<file path="config.mk">
export PLATFORM = sky130hd
export DESIGN_NAME = modmul_seq_flat
export DESIGN_NICKNAME = d
export VERILOG_FILES = /design/src/rtl/ntt_pkg.sv /design/src/rtl/modmul_seq_if.sv /design/src/rtl/modred_v2.sv /design/src/rtl/modmul_seq.sv /design/src/flat_wrapper.sv
export SDC_FILE = /design/constraint.sdc
export NUM_CORES = 1
export LEC_CHECK = 0
export ABC_CLOCK_PERIOD_IN_PS = 7600
export CAP_MARGIN = 20
export CELL_PAD_IN_SITES_DETAIL_PLACEMENT = 1
export CELL_PAD_IN_SITES_GLOBAL_PLACEMENT = 1
export CORE_MARGIN = 1
export CORE_UTILIZATION = 34
export DETAILED_ROUTE_END_ITERATION = 8
export GPL_TIMING_DRIVEN = 0
export PLACE_DENSITY = 0.67
export RECOVER_POWER = 50
export SYNTH_ARGS = -nofsm -noshare
export SYNTH_HDL_FRONTEND = slang
export SYNTH_SLANG_ARGS = --single-unit
</file>
<file path="constraint.sdc">
create_clock -name clk -period 7.6 [get_ports clk]
set_clock_uncertainty 0.1 [all_clocks]
set_input_delay 1.52 -clock clk [delete_from_list [all_inputs] [get_ports clk]]
set_output_delay 1.52 -clock clk [all_outputs]
set_load 0.02 [all_outputs]
</file>
<file path="src/rtl/ntt_pkg.sv">
// ntt_pkg: shared NTT parameter defaults and the modular multiplier FSM state encoding
package ntt_pkg;
  localparam int LOGQ_DEF = 17;
  localparam int Q_DEF = 65537;
  typedef enum logic [1:0] {IDLE = 2'd0, MUL = 2'd1, RED = 2'd2, DONE = 2'd3} state_t;
endpackage

</file>
<file path="src/rtl/modmul_seq_if.sv">
// modmul_seq_if: operand/result valid-ready bundle of the modular multiplier
//   master drives in_valid/a/b/out_ready; slave drives in_ready/out_valid/p/busy
interface modmul_seq_if
  import ntt_pkg::*;
#(parameter int LOGQ = LOGQ_DEF);
  logic in_valid, in_ready, out_valid, out_ready, busy;
  logic [LOGQ-1:0] a, b, p;
  modport master(output in_valid, a, b, out_ready, input in_ready, out_valid, p, busy);
  modport slave(input in_valid, a, b, out_ready, output in_ready, out_valid, p, busy);
endinterface

</file>
<file path="src/rtl/modred_v2.sv">
// modred_v2: combinational reduction of a 2*LOGQ-bit value modulo 2^(LOGQ-1)+1
//   x_i: value to reduce; r_o: x_i mod Q
module modred_v2 #(parameter int LOGQ = 17) (
  input  logic [2*LOGQ-1:0] x_i,
  output logic [LOGQ-1:0]   r_o
);
  localparam int K = LOGQ - 1;
  localparam logic [LOGQ+1:0] QM = (LOGQ+2)'((1 << K) + 1);
  logic [LOGQ+1:0] t, t1;
  // x = x0 + x1*2^K + x2*2^2K with 2^K == -1, so x == x0 - x1 + x2; +Q keeps it non-negative
  always_comb begin
    t = (LOGQ+2)'(x_i[K-1:0]) + (LOGQ+2)'(x_i[2*LOGQ-1:2*K]) + QM - (LOGQ+2)'(x_i[2*K-1:K]);
    t1 = t >= (QM << 1) ? t - (QM << 1) : t;
    r_o = LOGQ'(t1 >= QM ? t1 - QM : t1);
  end
endmodule

</file>
<file path="src/rtl/modmul_seq.sv">
// modmul_seq: iterative shift-and-add modular multiplier, p = (a*b) mod Q
//   clk/rst: clock and async active-high reset; bus: slave side of modmul_seq_if
module modmul_seq
  import ntt_pkg::*;
#(
  parameter int LOGQ = LOGQ_DEF,
  parameter int Q = Q_DEF
) (
  input logic clk,
  input logic rst,
  modmul_seq_if.slave bus
);
  localparam int CW = $clog2(LOGQ);
  if (Q != (1 << (LOGQ - 1)) + 1) begin : g_bad_q
    $error("Q does not match the modulus of modred_v2");
  end
  state_t st_q;
  logic [2*LOGQ-1:0] acc_q, acc_d, a_sh_q;
  logic [LOGQ-1:0] b_sh_q, p_q, red;
  logic [CW-1:0] cnt_q;
  logic out_valid_q, take;
  assign bus.in_ready = !rst && (st_q == IDLE || (st_q == DONE && bus.out_ready));
  assign take = bus.in_valid && bus.in_ready;
  assign acc_d = b_sh_q[0] ? acc_q + a_sh_q : acc_q;
  assign bus.out_valid = out_valid_q;
  assign bus.p = p_q;
  assign bus.busy = st_q == MUL || st_q == RED;
  modred_v2 #(.LOGQ(LOGQ)) u_red (.x_i(acc_q), .r_o(red));
  // the accept block comes last so a DONE-edge handoff overrides the return to IDLE
  always_ff @(posedge clk or posedge rst) begin
    if (rst) begin
      st_q <= IDLE;
      out_valid_q <= 1'b0;
      p_q <= '0;
      acc_q <= '0;
      cnt_q <= '0;
      a_sh_q <= '0;
      b_sh_q <= '0;
    end else begin
      case (st_q)
        MUL: begin
          acc_q <= acc_d;
          a_sh_q <= a_sh_q << 1;
          b_sh_q <= b_sh_q >> 1;
          cnt_q <= cnt_q + CW'(1);
          if (cnt_q == CW'(LOGQ - 1)) st_q <= RED;
        end
        RED: begin
          p_q <= red;
          out_valid_q <= 1'b1;
          st_q <= DONE;
        end
        DONE: if (bus.out_ready) begin
          out_valid_q <= 1'b0;
          st_q <= IDLE;
        end
        default: ;
      endcase
      if (take) begin
        a_sh_q <= (2*LOGQ)'(bus.a);
        b_sh_q <= bus.b;
        acc_q <= '0;
        cnt_q <= '0;
        st_q <= MUL;
      end
    end
  end
endmodule

</file>
<file path="src/flat_wrapper.sv">
// flat-port wrapper written by rule: the top's interface ports become plain ports
module modmul_seq_flat import ntt_pkg::*;
#(
  parameter int LOGQ = LOGQ_DEF,
  parameter int Q = Q_DEF
)
  (clk, rst, bus_in_valid, bus_a, bus_b, bus_out_ready, bus_in_ready, bus_out_valid, bus_p, bus_busy);
  modmul_seq_if #(.LOGQ(LOGQ)) bus_i ();
  input logic clk;
  input logic rst;
  input wire logic [$bits(bus_i.in_valid)-1:0] bus_in_valid;
  input wire logic [$bits(bus_i.a)-1:0] bus_a;
  input wire logic [$bits(bus_i.b)-1:0] bus_b;
  input wire logic [$bits(bus_i.out_ready)-1:0] bus_out_ready;
  output wire logic [$bits(bus_i.in_ready)-1:0] bus_in_ready;
  output wire logic [$bits(bus_i.out_valid)-1:0] bus_out_valid;
  output wire logic [$bits(bus_i.p)-1:0] bus_p;
  output wire logic [$bits(bus_i.busy)-1:0] bus_busy;
  assign bus_i.in_valid = bus_in_valid;
  assign bus_i.a = bus_a;
  assign bus_i.b = bus_b;
  assign bus_i.out_ready = bus_out_ready;
  assign bus_in_ready = bus_i.in_ready;
  assign bus_out_valid = bus_i.out_valid;
  assign bus_p = bus_i.p;
  assign bus_busy = bus_i.busy;
  modmul_seq #(.LOGQ(LOGQ), .Q(Q)) u_core (.clk(clk), .rst(rst), .bus(bus_i));
endmodule
</file>
Word-level counts from Yosys, hierarchy flattened

Index checks and enable logic that the tools add are counted.

Add/sub/neg operators: 7
Multiply operators: 0
Div/mod/pow operators: 0
Order comparisons: 2
Eq/ne operators: 7
Shift-type cells: 0
Muxes and demuxes: 17
Bitwise logic cells: 0
Reduce and logical (&&, ||, !) cells: 14

Operators with widths:

| kind                     | number |
|---|---|
| $mux W34                 | 5 |
| $mux W17                 | 3 |
| $add A34 B34 Y34         | 1 |
| $add A19 B17 Y19 const B | 1 |
| $ge A19 B17 Y1 const B   | 1 |
| $ge A19 B18 Y1 const B   | 1 |
| $mux W19                 | 1 |
| $sub A19 B16 Y19         | 1 |
| $sub A19 B18 Y19 const B | 1 |
| $add A16 B2 Y17          | 1 |
| $sub A17 B17 Y17 const B | 1 |
| $mux W5                  | 2 |
| $mux W2                  | 3 |
| $ne A3 B2 Y1 const B     | 2 |
| $pmux W2 S3              | 1 |
| $reduce_bool A2 Y1       | 3 |
| $add A5 B1 Y5 const B    | 1 |
| $eq A5 B5 Y1 const B     | 1 |
| $eq A2 B2 Y1 const B     | 2 |
| $reduce_and A2 Y1        | 2 |
| $reduce_bool A4 Y1       | 1 |
| $logic_and A1 B1 Y1      | 3 |
| $reduce_and A3 Y1        | 1 |
| $eq A2 B1 Y1 const B     | 1 |
| 6 further kinds          | 7 |

Bits in registers: 110
Bits in latches: 0
Memory bits (writable): 0
ROM bits: 0
Input port bits: 38
Output and inout port bits: 20
Word-level logic and storage cells: 54
Memories: 0

Longest topological paths before layout

Gate-level depths: netlist of the first run.

Word-level depth: 7
Gate-level depth with buffers: 25
Depth with buffers taken out: 24

Hierarchy

A second synthesis of the first run with hierarchy kept.

Cell total of the unflattened synthesis: 1048
Area, all modules: 9081.2 µm²

Modules (own cells, without submodules):

| module     | instances | cells an instance | area each (µm²) | sequential area each (µm²) |
|---|---|---|---|---|
| modmul_seq | 1         | 680               | 6492.5          | 2752.6 |
| modred_v2  | 1         | 368               | 2588.7          | 0.0 |

Worst setup path after synthesis of the first run

No wires, ideal clock.

Kind: register to register
From: reg u_core.acc_q[0]
To: reg u_core.p_q[10], in the netlist u_core.bus.p[10]
Library setup time: 0.126 ns
Arrival: 5.651 ns
Data required time: 7.374 ns
Setup slack: 1.723 ns
Stages on the path, launching flop included: 25
Path buffers: 2
Clock period less this slack: 5.877 ns
Cell sequence: dfrtp_1 ha_1 inv_1 fa_1 nor2_1 nand3_1 or2_2 xnor2_1 ha_1 ha_1 buf_2 a21oi_1 o31ai_2 a21oi_1 a21boi_1 a221o_1 a2111oi_4 nor2_1 xnor2_1 ha_1 nand2_1 or3_1 buf_2 and4_1 a311o_1

Word-level cells in the longest chain between the ends: 7
Elaborated cells on any way between the ends: 9
Classes of those cells: add/sub (5); order compare (2); mux (2)

RTL lines:

| element                                            | RTL line         | text |
|---|---|---|
| start: declaration                                 | modmul_seq.sv:18 | `logic [2*LOGQ-1:0] acc_q, acc_d, a_sh_q;` |
| start signal: assignment                           | modmul_seq.sv:35 | `acc_q <= '0;` |
| start signal: assignment                           | modmul_seq.sv:42 | `acc_q <= acc_d;` |
| start signal: assignment                           | modmul_seq.sv:62 | `acc_q <= '0;` |
| $add A16 B2 Y17 *                                  | modred_v2.sv:12  | `t = (LOGQ+2)'(x_i[K-1:0]) + (LOGQ+2)'(x_i[2*LOGQ-1:2*K]) + QM - (LOGQ+2)'(x_i[2*K-1:K]);` |
| $add A19 B17 Y19 *                                 | modred_v2.sv:12  |  |
| $sub A19 B16 Y19 *                                 | modred_v2.sv:12  |  |
| $sub A19 B18 Y19 or $ge A19 B18 Y1 (tied branches) | modred_v2.sv:13  | `t1 = t >= (QM << 1) ? t - (QM << 1) : t;` |
| $mux W19 *                                         | modred_v2.sv:13  |  |
| $sub A17 B17 Y17 or $ge A19 B17 Y1 (tied branches) | modred_v2.sv:14  | `r_o = LOGQ'(t1 >= QM ? t1 - QM : t1);` |
| $mux W17 *                                         | modred_v2.sv:14  |  |
| end signal: assignment                             | modmul_seq.sv:49 | `p_q <= red;` |
| end: declaration                                   | modmul_seq.sv:19 | `logic [LOGQ-1:0] b_sh_q, p_q, red;` |

Every way passes the cells marked *; elsewhere a longest branch is shown, timed or not.
A chain may end at the register's enable or synchronous reset.

Worst setup path in the final report of the first run

From: reg u_core.acc_q[32]
To: reg u_core.p_q[4], in the netlist u_core.bus.p[4]

Same word-level chain as after synthesis.

==> results.cfg, run 1 <==
[placed_design]
port_buffers = 57
routabilityCongestion = 0.863
hpwl_mm = 21.5
post-place-cells = 1481

[clock_tree]
clk-insertion-delay-late_ns = 0.37
cts_tree = built
clkTransAtPathRegs_ns = 0.09
cts.sinks = 110
cts_root_buf = clkbuf_16
cts_max_level = 3
cts_buffers = 9
cts.path.max_buffers = 2
ctsHoldBuffers = 0

[final_layout]
drive_gt1_share_pct = 4.21
layout_commonest_cell = nand2_1
syn2layout_area_growth_pct = 14.2
final_nets = 1277
layout_common_cells = nand2_1 (129), dfrtp_1 (110), ha_1 (77)
final_cells = 1499
n_antenna_cell = 0

[critical_path]
critPathKind = reg -> reg
cpMostUsedCell = ha_1
cp.arrival_ns = 7.26
cp-end-kind = flip-flop
worst-path-max-fanout = 7
r2r_end = u_core.bus.p[4]
crit_path_max_incr_delay_ns = 0.63
required_ns = 7.81
worstReg2RegStart = u_core.acc_q[32]
startpoint_type = flip-flop
cp_slowest_cell = a2111oi_0
regToRegSetupSlack_ns = 0.55
r2r.worst_path.cells = 23
path_cells = ha_1, inv_1, fa_1, nor2_1, nand3_1, or2_2, xnor2_1, ha_1, ha_1, a21oi_1, o21ai_0, a32oi_1, a21boi_0, a31oi_1, a2111oi_4, nor2_1, xnor2_1, ha_1, and3_1, o21a_1, o21ai_1, a2111oi_0, a221o_1

[timing]
final.setup.tns_ns = 0
period_needed_ns = 7.05
period_share_pct = 92.8
timing.slew.headroom_pct = -60.5
hold_violations = 0
slew_viol_final = 93
setup_viol = 0
tightest_slew_ns = 2.41
rsz0062_at_grt = false
maxClockFrequency_mhz = 142

[drt]
drcViolationCount = 1
wl_mm = 27.6
drt-wirelength-per-cell_um = 18.4
via_count = 8351
ant_nets = 0
drt-pass1-iter-count = 7
drt_iter0_drc = 351
drt-vias-per-instance = 5.57

[grt]
grt_usage_pct = 20.6
grt_pass1_vias = 8612
grt_max_degree = 93
antenna_found_initial = 0
grt_pass1_wl_mm = 45.8
overflow = 0

[die]
die_h_um = 166
start_util_pct = 34.9
die_area_sq_um = 27600
ioPinCount = 58
core_area_sq_um = 26300
rows = 59
fp.dieW_um = 166

[outcome]
run_status = complete, but fails checks
violations = design-rule violations, max-capacitance violations, max-slew violations

[yosys]
synth_nets = 1206
ys_ff_latch = 110
synth_edf_count = 0
synth_warnings = 0
syn_avg_cell_area_sq_um = 8.42
synthCells = 1088
synthArstFlopShare_pct = 100
synth_flop_cell = dfrtp_1
synth_area_sq_um = 9160
yosysUniqueCellTypes = 80
ys_seq_area_share_pct = 30.0

[worst_hold_path]
hold_end = u_core.bus.p[8]
hp-start = u_core.bus.p[8]
min_path_cells = 2
worstHoldPathType = reg -> reg

[job]
max-cap-violations = 1
-- cells by family (layout without fill, tap and decap cells) --
| group | count (synthesis) | after routing | share of synthesized area [%] |
|---|---|---|---|
| compound gates | 297 | 297 | 21.9 |
| xor+xnor | 58 | 58 | 5.54 |
| fa+ha+maj | 80 | 80 | 11.2 |
| buf+inv | 100 | 176 | 4.14 |
| flops | 110 | 110 | 30.0 |
| mux | 56 | 56 | 6.16 |
| simple gates | 387 | 387 | 21.1 |
-- synthesized netlist by cell type (all sizes together), types with 22 or more instances --
master	count	area, sq um
nand2	129	484
nor2	74	278
a21oi	74	370
xnor2	41	359
clkbuf	35	131
nand3	39	195
o21ai	74	370
nor3	22	110
ha	77	963
mux2i	53	531
inv	52	195
dfrtp	110	2750
-- through the flow --
stage | utilization, % | worst slack (ns) | hold WS [ns] | cell area [sq um]
global placement | 38.6 | 0.330 | 0.370 | 10200
detailed placement | 38.8 | 0.366 | 0.377 | 10200
CTS | 39.9 | 0.274 | 0.397 | 10500
floorplan | - | 1.72 | 0.379 | 9160
finish | 39.8 | 0.549 | 0.388 | 10500
global route | 39.8 | 0.00989 | 0.419 | 10500
-- how the worst max path moves through the flow --
stage                      from                to  slack, ns
2_1_floorplan   u_core.acc_q[0]  u_core.bus.p[10]       1.72
3_3_place_gp   u_core.acc_q[32]   u_core.bus.p[4]       0.33
3_5_place_dp   u_core.acc_q[32]   u_core.bus.p[4]       0.37
4_1_cts        u_core.acc_q[32]   u_core.bus.p[4]       0.27
5_1_grt        u_core.acc_q[32]   u_core.bus.p[4]       0.01
6_report       u_core.acc_q[32]   u_core.bus.p[4]       0.55
-- final cells by class --
class                           instances  area, sq um
Timing Repair Buffer                   60          591
Sequential cell                       110         2750
Buffer                                 47          180
Tap cell                              335          419
Clock buffer                           10          229
Multi-Input combinational cell        878         6030
Inverter                               53          200
Clock inverter                          6         62.6
Fill cell                            3163        15800
-- sequential cells by signal, summed over array words and instances (netlist names) --
name / count
u_core.a_sh_q: 34
u_core.acc_q: 34
u_core.b_sh_q: 17
u_core.bus.out_valid: 1
u_core.bus.p: 17
u_core.cnt_q: 5
u_core.st_q: 2
-- timing repair --
action	in CTS	in global routing
resized for setup	0	0
buffers inserted	0	2
setup endpoints to repair	0	4
-- layer usage --
metal	vias to the layer above	part of all wire (%)	global-route usage [%]
met5	-	0	0
met4	0	1.3	4.71
met3	15	2.1	2.34
met2	91	48	35.9
met1	4125	48	27.1
li1	4120	-	-
-- critical path: cells and delay by family, from the launching register on --
kind,cells,cell delay (ns)
DFF,1,0.48
xor gates and xnor gates,2,0.38
buffers and inverters,1,0.06
AOI/OAI and AO/OA,10,2.88
and+or+nand+nor,5,1.58
adders and majority gates,5,1.51
Power of run 1 is left out: the tool's default activity adds up to more than one toggle a clock period on the data nets, which glitch-free logic cannot reach.
==> run 2, diff against run 1 <==
--- a/config.mk
+++ b/config.mk
@@ -17,4 +17,5 @@
 export RECOVER_POWER = 50
 export SYNTH_ARGS = -nofsm -noshare
 export SYNTH_HDL_FRONTEND = slang
+export SYNTH_HIERARCHICAL = 1
 export SYNTH_SLANG_ARGS = --single-unit
==> results.cfg, run 2 <==
[yosys]
synth_area_leaders = dfrtp_1 (30%), ha_1 (10%), mux2i_1 (6.5%)
synth_edf_count = 0
synth_common_cells = nand2_1 (130), dfrtp_1 (110), nor2_1 (85), ha_1 (76), a21oi_1 (69)
ys_seq_area_share_pct = 30.3
yosysUniqueCellTypes = 90
synth_warnings = 6
yosys.cell_count.top_type = nand2_1
synth_flop_cell = dfrtp_1
ys_ff_latch = 110
synthCells = 1048
synth_area_sq_um = 9080
synthDominantCellAreaShare_pct = 30.3
syn_avg_cell_area_sq_um = 8.67
synthArstFlopShare_pct = 100
yosysTopAreaCell = dfrtp_1
synth_nets = 1165

[drt]
wl_mm = 26.1
drt-wirelength-per-cell_um = 17.9
ant_nets = 0
drcViolationCount = 10
drt_iter0_drc = 351
via_count = 7922
drt-pass1-iter-count = 6
drt-vias-per-instance = 5.44

[final_layout]
syn2layout_area_growth_pct = 14.5
n_antenna_cell = 0
layout_common_cells = nand2_1 (130), dfrtp_1 (110), nor2_1 (85)
multi_input_area_sq_um = 5890
stdcell_area_sq_um = 10400
final_nets = 1234
layout_top_registers = u_core/a_sh_q: 34 flops, u_core/acc_q: 34 flops
layout_commonest_cell = nand2_1
fillers = 3147
drive_gt1_share_pct = 7.40
seqCellArea_sq_um = 2750

[clock_tree]
cts_root_buf = clkbuf_16
clk-insertion-delay-late_ns = 0.37
cts.repair.resized = 0
cts.path.max_buffers = 2
cts_tree = built
ctsHoldBuffers = 0
cts_buffers = 9
cts.sinks = 110
cts_setup_buffers = 0
clkTransAtPathRegs_ns = 0.09
cts_max_level = 3

[die]
fp.dieW_um = 165
ioPinCount = 58
start_util_pct = 34.8
die_area_sq_um = 27400
rows = 59
die_h_um = 165
core_area_sq_um = 26100

[critical_path]
critPathKind = reg -> reg
startpoint_type = flip-flop
worst-path-max-fanout = 10
cp-end-kind = flip-flop
cp.arrival_ns = 6.02
required_ns = 7.74

[timing]
hold_violations = 0
period_needed_ns = 5.88
maxClockFrequency_mhz = 170
period_share_pct = 77.3
rsz0062_at_grt = false
slew_viol_final = 34
tightest_slew_ns = 1.71
final.setup.tns_ns = 0
setup_viol = 0
timing.slew.headroom_pct = -14.4

[grt]
grt_pass1_vias = 8176
antenna_found_initial = 0
overflow = 0
grt_usage_pct = 19.9
grt_pass1_wl_mm = 42.6
grt_max_degree = 78

[outcome]
violations = design-rule violations, max-capacitance violations, max-slew violations
run_status = complete, but fails checks

[placed_design]
hpwl_mm = 20.9
port_buffers = 57
routabilityCongestion = 0.863
placed_area_sq_um = 10100

[worst_hold_path]
worstHoldPathType = reg -> reg

[job]
max-cap-violations = 1
## run 2: cell count changes in the layout (fill, tap and decap cells not counted), moves of 7 or more
| cell | delta |
|---|---|
| mux2_2 | +15 |
| and3_1 | -12 |
| nand3_1 | -12 |
| nor2_1 | +11 |
| xnor2_1 | -9 |
| a211oi_1 | +8 |
| inv_1 | -7 |
## run 2: final timing paths
path,to,start,cells past startpoint,slack [ns]
worst max-delay path,u_core/bus.p[9],u_core/acc_q[0],18,1.72
worst min-delay path,u_core/bus.p[8],u_core/bus.p[8],1,0.40
worst max register to register,u_core/bus.p[9],u_core/acc_q[0],18,1.72
worst min register to register,u_core/bus.p[8],u_core/bus.p[8],1,0.40
max in group asynchronous,u_core/acc_q[17],rst,3,4.45
min in group asynchronous,u_core/bus.out_valid,rst,2,1.94
## run 2: area by class of cell
cell class / instances / share of cell area [%]
flip-flops and latches: 110 / 26.5
plain buffers: 52 / 2.60
repair buffers: 58 / 5.75
clock buffers: 9 / 2.17
multi-input cells: 842 / 56.7
clock inverters: 7 / 0.746
inverters: 44 / 1.60
well taps: 335 / 4.03
## run 2: kinds of logic after synthesis
kind of cell | Yosys count | synth area share (%)
adder cells (fa/ha/maj) | 79 | 11.1
flip-flops | 110 | 30.3
XOR/XNOR | 52 | 5.02
buffers and inverters | 96 | 4.79
AND/OR/NAND/NOR | 355 | 18.8
AO/OA/AOI/OAI | 277 | 21.0
multiplexers | 79 | 8.98
## run 2: per-layer routing
layer / GRT usage (%) / routed length, um
met1: 25.0 / 12200
met2: 35.8 / 13000
met3: 2.60 / 485
met4: 5.00 / 452
met5: 0 / 0
## run 2: worst max-delay path, stage by stage (launching register included)
cell      delay, ns
dfrtp_1        0.38
inv_1          0.10
fa_1           0.42
inv_1          0.12
ha_1           0.26
a211oi_1       0.44
o211ai_1       0.26
a221oi_1       0.86
nor3b_4        0.50
a41oi_4        0.24
buf_6          0.24
xnor2_1        0.16
ha_1           0.20
and3_1         0.15
a211o_1        0.30
a21oi_1        0.42
o31ai_1        0.16
xnor2_1        0.16
mux2_2         0.27
## run 2: stage by stage
| step | util (%) | hold WS [ns] | setup slack [ns] | instances |
|---|---|---|---|---|
| floorplan | - | 0.379 | 2.60 | 1048 |
| global placement | 38.5 | 0.388 | 1.19 | 1440 |
| detailed placement | 38.7 | 0.398 | 1.74 | 1441 |
| CTS | 39.8 | 0.416 | 1.70 | 1457 |
| global route | 39.8 | 0.423 | 1.33 | 1457 |
| finish | 39.8 | 0.402 | 1.72 | 1457 |
Power of run 2 is left out for the same reason.
==> run 3, diff against run 2 <==
--- a/config.mk
+++ b/config.mk
@@ -5,7 +5,7 @@
 export SDC_FILE = /design/constraint.sdc
 export NUM_CORES = 1
 export LEC_CHECK = 0
-export ABC_CLOCK_PERIOD_IN_PS = 7600
+export ABC_CLOCK_PERIOD_IN_PS = 6050
 export CAP_MARGIN = 20
 export CELL_PAD_IN_SITES_DETAIL_PLACEMENT = 1
 export CELL_PAD_IN_SITES_GLOBAL_PLACEMENT = 1
==> constraint.sdc (replaced) <==
create_clock -name clk -period 6.05 [get_ports clk]
set_clock_uncertainty 0.1 [all_clocks]
set_input_delay 1.21 -clock clk [delete_from_list [all_inputs] [get_ports clk]]
set_output_delay 1.21 -clock clk [all_outputs]
set_load 0.02 [all_outputs]
==> results.cfg, run 3 (synthesis results as in run 2) <==
[outcome]
violations = design-rule violations, max-capacitance violations, max-slew violations
run_status = complete, but fails checks

[worst_hold_path]
min_path_cells = 1
hp-start = u_core/bus.p[8]
hold_end = u_core/bus.p[8]
worstHoldPathType = reg -> reg

[critical_path]
critPathKind = reg -> reg
r2r_end = u_core/bus.p[9]
cp.arrival_ns = 5.88
worst-path-max-fanout = 10
required_ns = 6.19
cp-end-kind = flip-flop
startpoint_type = flip-flop
regToRegSetupSlack_ns = 0.31
worstReg2RegStart = u_core/acc_q[1]
r2r.worst_path.cells = 19

[clock_tree]
cts.path.max_buffers = 2
cts_max_level = 3
clk-insertion-delay-late_ns = 0.36
cts_root_buf = clkbuf_16
clkTransAtPathRegs_ns = 0.09
cts_setup_buffers = 0
ctsHoldBuffers = 0
cts.sinks = 110
cts.repair.resized = 0
cts_tree = built
cts_buffers = 9

[final_layout]
fin_util_pct = 39.8
layout_commonest_cell = nand2_1
layout_common_cells = nand2_1 (130), dfrtp_1 (110), nor2_1 (85)
layout_top_registers = u_core/a_sh_q: 34 flops, u_core/acc_q: 34 flops
final_nets = 1234
syn2layout_area_growth_pct = 14.5
fillers = 3152
drive_gt1_share_pct = 7.49
n_antenna_cell = 0
final_cells = 1457

[placed_design]
port_buffers = 57
post-place-cells = 1441
pre_cts_ws_ns = 0.191
routabilityCongestion = 0.863
hpwl_mm = 20.9

[timing]
period_share_pct = 94.8
period_needed_ns = 5.74
worst_slack_ns = 0.312
timing.slew.headroom_pct = -31.4
holdWs_ns = 0.402
rsz0062_at_grt = false
tightest_slew_ns = 1.97
maxClockFrequency_mhz = 174
setup_viol = 0
hold_violations = 0
slew_viol_final = 113

[die]
core_area_sq_um = 26100
start_util_pct = 34.8
die_h_um = 165
rows = 59
die_area_sq_um = 27400
fp.dieW_um = 165
ioPinCount = 58

[grt]
grt_pass1_wl_mm = 42.6
grt_usage_pct = 19.9
antenna_found_initial = 0
overflow = 0
grt_max_degree = 78
grt_pass1_vias = 8176

[drt]
drt-wirelength-per-cell_um = 17.9
drt-pass1-iter-count = 6
drcViolationCount = 10
via_count = 7915
drt-vias-per-instance = 5.43
drt_iter0_drc = 328
ant_nets = 0
wl_mm = 26.1

[job]
max-cap-violations = 2
-- run 3: worst max path at each step --
stage | from | end | cells after the start
5_1_grt | u_core/acc_q[1] | u_core/bus.p[9] | 19
6_report | u_core/acc_q[1] | u_core/bus.p[9] | 19
2_1_floorplan | u_core/acc_q[1] | u_core/bus.p[10] | 20
3_3_place_gp | rst | u_core/bus.p[14] | 2
3_5_place_dp | u_core/acc_q[1] | u_core/bus.p[9] | 19
4_1_cts | u_core/acc_q[1] | u_core/bus.p[9] | 19
-- run 3: routing by layer --
layer	share of wire [%]	vias to the layer above	global-route usage, %
li1	-	3922	-
met2	50	101	35.8
met1	46	3868	25.0
met4	1.7	0	5.00
met3	2.1	24	2.60
met5	0	-	0
-- run 3: worst max-delay path: stages, from the launching register on --
cell and delay [ns]:
dfrtp_1 0.44, inv_1 0.10, ha_1 0.29, inv_1 0.08, fa_1 0.46, a21o_1 0.23, a221oi_4 0.47, xnor2_1 0.16
or4b_4 0.59, nor3b_4 0.39, a41oi_4 0.24, buf_6 0.22, xnor2_1 0.16, ha_1 0.20, and3_1 0.15, a211o_1 0.30
a21oi_1 0.42, o31ai_1 0.16, xnor2_1 0.17, mux2_2 0.27
-- run 3: area by class of cell --
cell class,instances,area (sq um),area share [%]
clock buffers,9,225,2.17
clock inverters,7,77.6,0.746
multi-input cells,842,5910,56.8
plain buffers,52,270,2.60
flip-flops and latches,110,2750,26.5
well taps,335,419,4.03
inverters,44,166,1.60
repair buffers,58,576,5.54
-- run 3: stage by stage --
step           instance area [sq um]  setup TNS [ns]
6_report                       10400               0
3_3_place_gp                   10100           -4.46
3_5_place_dp                   10100               0
4_1_cts                        10400               0
2_1_floorplan                   9080               0
5_1_grt                        10400               0
Power of run 3 is left out for the same reason.
